===== src/rtl/pulse_stream_checker_sat_counter.sv =====
// Saturating up-counter with synchronous clear that overrides increment.
module sat_counter #(
   parameter int W = 8
) (
   input  logic         clk,
   input  logic         rstn,
   input  logic         inc_i,
   input  logic         clr_i,
   output logic [W-1:0] cnt_o
);

   localparam logic [W-1:0] MAX_C = {W{1'b1}};

   logic [W-1:0] cnt_q;
   logic [W-1:0] cnt_d;

   // Next count: clear first, otherwise increment until all-ones.
   always_comb begin
      cnt_d = cnt_q;
      if (clr_i) begin
         cnt_d = {W{1'b0}};
      end else if (inc_i && (cnt_q != MAX_C)) begin
         cnt_d = cnt_q + W'(1'b1);
      end else begin
         cnt_d = cnt_q;
      end
   end

   // Count register.
   always_ff @(posedge clk or negedge rstn) begin
      if (!rstn) begin
         cnt_q <= {W{1'b0}};
      end else begin
         cnt_q <= cnt_d;
      end
   end

   assign cnt_o = cnt_q;

endmodule


===== config.mk =====
export PLATFORM = sky130hd
export DESIGN_NAME = sat_counter
export DESIGN_NICKNAME = d
export VERILOG_FILES = /design/src/rtl/pulse_stream_checker_sat_counter.sv
export SDC_FILE = /design/constraint.sdc
export NUM_CORES = 1
export LEC_CHECK = 0
export BUFFER_PORTS_ARGS = -buffer_cell sky130_fd_sc_hd__buf_2
export CAP_MARGIN = 10
export CORE_AREA = 2 2 39 41
export CTS_BUF_LIST = sky130_fd_sc_hd__clkbuf_16
export DETAILED_ROUTE_END_ITERATION = 8
export DIE_AREA = 0 0 41 43
export PLACE_DENSITY = 0.67
export SLEW_MARGIN = 15
export SYNTH_ARGS = -nofsm -noshare
export SYNTH_HDL_FRONTEND = slang
export SYNTH_SLANG_ARGS = --single-unit

===== constraint.sdc =====
create_clock -name clk -period 1.94 [get_ports clk]
set_input_delay 0.291 -clock clk [delete_from_list [all_inputs] [get_ports clk]]
set_output_delay 0.291 -clock clk [all_outputs]
set_load 0.02 [all_outputs]

==> results by group <==
Timing
  • Final Worst Setup Slack: 0.2396 ns
  • Worst Skew: 0.0005339 ns
  • Slew Viols, Final: 0
  • Hold Vio Cnt, Final: 0
  • Period minus WS final: 1.700 ns
  • Final setup vio count: 0
  • RSZ-0062 raised after global routing: false
  • Final period util: 87.65%
  • Rel. slew slack: 75.15%
  • Actual slew at the worst max-slew pin: 0.3634 ns
  • Max Freq: 588.1 MHz
  • Setup TNS: 0 ns

Power and ir drop
  • Register share of total power: 31.7%
  • Internal Power: 452.0 uW
  • Clock network power share: 61.9%
  • Gate power share: 6.4%
  • Total power: 560.1 uW
  • Leakage Power: 0.2820 nW
  • Switch share: 19.31%
  • Switching power: 108.1 uW
  • PwrDens: 909.9 nW/um2
  • Worst VDD drop: 0.0005347 V

Finish
  • Finished Layout Cells: 78
  • Most frequent cells in the layout: buf_2 (11), dfrtp_1 (8), nor3_1 (4)
  • Layout cells sized above 1: 29.03%
  • # diodes: 0
  • Most common cell after layout, fill and taps aside: buf_2
  • Largest register FFs: 8
  • Nets: 69
  • Area delta synth->final: 32.61%

Setup path
  • Critical Path, Cell by Cell: ha_1 > and4_2 > a21boi_1 > mux2_2
  • Cell family with most CP delay: flip-flops
  • Worst r2r path cells: 4
  • Levels on crit path: 4
  • Critical path launch point: cnt_o[0]
  • CP required: 2.05 ns
  • Startpoint Class: flop
  • CP max stage delay: 0.42 ns
  • End point of the critical path: cnt_o[0]
  • Crit Reg-Reg Endpoint: cnt_o[0]
  • Setup Crit Path Kind: reg -> reg
  • Worst-case register-to-register setup slack: 0.24 ns
  • Critical path arrival: 1.81 ns
  • Slowest-stage cell, CP: dfrtp_1
  • Crit. End Element: flop
  • Reg-to-Reg Start: cnt_o[0]
  • WP buf/inv: 0
  • Worst Path Max Fanout: 7

GRT
  • Largest net degree at the start of global routing: 12
  • Global-route wire length before repair: 1676 um
  • Vias in the first global route: 378
  • Initial antenna violation count: 0
  • Total global-route track usage: 14.34%
  • Grt ovf: 0

Detailed routing
  • Vias: 429
  • Post-DRT Antenna Nets: 0
  • Drc violations: 0
  • Final WL: 1025 um
  • Vias per cell: 5.500
  • DR pass1 iterations: 4
  • DR WL/cell: 13.14 um
  • Initial DRC count: 15

Placed design
  • Dpl cells: 74
  • Gpl congestion: 0.7410
  • Port Buffers: 11
  • Place WS: 0.2398 ns
  • Post-DP HPWL: 705.8 um

Synth
  • Flops & latches, synth: 8
  • Syn Area/Cell: 9.473 um2
  • Synth Warn #: 0
  • Syn Nets: 54
  • Synth Instances: 49
  • Register area share after synthesis: 43.13%
  • Synth Cell Area: 464.2 um2
  • Post-synth cell types: 28

Clock network
  • TritonCTS buffer count: 3
  • Reg clk slew, reported paths: 0.04 ns
  • CTS tree: built
  • H-tree Lvls: 1
  • CTS max path bufs: 2
  • Clock sinks: 8
  • Root buf cell: clkbuf_16
  • Later-pin clock latency in the skew report: 0.23 ns

Floorplan
  • I/O Pins: 12
  • # rows: 14
  • Die Ht: 43 um
  • Die Wd: 41 um
  • CORE AREA: 1384 um2
  • Die area: 1763 um2
  • Initial Util: 33.54%

Worst hold path
  • Worst Hold Class: in -> reg

Status
  • Status: complete, no violations

Job
  • Max Cap Violations: 0
==> per-layer routing <==
layer / routed length, um / vias to the layer above / global-route usage (%)
li1: - / 209 / -
met1: 479 / 204 / 19.02
met2: 493 / 16 / 19.69
met3: 51 / 0 / 4.712
met4: 0 / 0 / 8.000
met5: 0 / - / 0
==> power by group through the flow <==
stage,Clock (mW),Sequential (mW),Combinational (mW)
2_1_floorplan,0,0.184,0.0170
3_3_place_gp,0,0.179,0.0354
3_5_place_dp,0,0.180,0.0349
4_1_cts,0.353,0.178,0.0368
5_1_grt,0.363,0.178,0.0406
6_report,0.347,0.177,0.0360
==> how the worst min path moves through the flow <==
stage	startpoint	endpoint	slack [ns]	depth (start not counted)
final	clr_i	cnt_o[5]	0.37	2
after floorplan	rstn	cnt_o[0]	-0.005	0
after detailed placement	rstn	cnt_o[7]	0.15	1
after global routing	clr_i	cnt_o[6]	0.40	2
after CTS	clr_i	cnt_o[5]	0.37	2
after global placement	rstn	cnt_o[7]	0.15	1
==> synthesized netlist by cell type, drive strengths merged <==
library cell  count  area (um2)
dfrtp             8       200.2
nor3              4       20.02
a21oi             3       15.01
nand2b            3       18.77
nand3             3       20.02
nor2b             3       18.77
and4              2       18.77
inv               2       7.510
mux2              2       22.52
nand2             2       7.510
nor2              2       7.510
a2111oi           1       8.760
a211oi            1       7.510
a21boi            1       7.510
a31oi             1       6.260
a41oi             1       8.760
and3              1       6.260
buf               1       5.000
clkbuf            1       3.750
ha                1       12.51
mux2i             1       10.01
nand4             1       6.260
nor3b             1       7.510
nor4              1       6.260
o21ai             1       5.000
or3               1       6.260
==> cell families after synthesis <==
family / count (synthesis) / synth area share (%)
compound gates: 9 / 12.67
fa+ha+maj: 1 / 2.695
buf+inv: 4 / 3.503
flops: 8 / 43.13
mux: 3 / 7.008
simple gates: 24 / 31.00
==> worst reg2reg max path: stages, from the launching register on <==
cell and delay, ns:
dfrtp_1 0.42, ha_1 0.29, and4_2 0.29, a21boi_1 0.23, mux2_2 0.36
==> metrics by stage <==
stage,cell area (um2),hold slack [ns],util (%)
after floorplan,464.2,-0.004591,-
after global placement,530.5,0.1459,38.34
after detailed placement,530.5,0.1481,38.34
after CTS,615.6,0.3707,44.48
after global routing,615.6,0.3992,44.48
final,615.6,0.3704,44.48
==> repair_timing <==
item,in CTS,in global routing
endpoints found under the setup margin,0,0
endpoints found under the hold margin,8,0
hold buffers,1,0
setup buffers,0,0
resized for setup,0,0
==> area by class of cell <==
cell class	count	area, um2
fillers	138	768.2
multi-input cells	37	247.7
flip-flops and latches	8	200.2
clock buffers	3	75.07
repair buffers	12	65.06
well taps	16	20.02
inverters	2	7.507
Power figures use the tool's default switching activity.
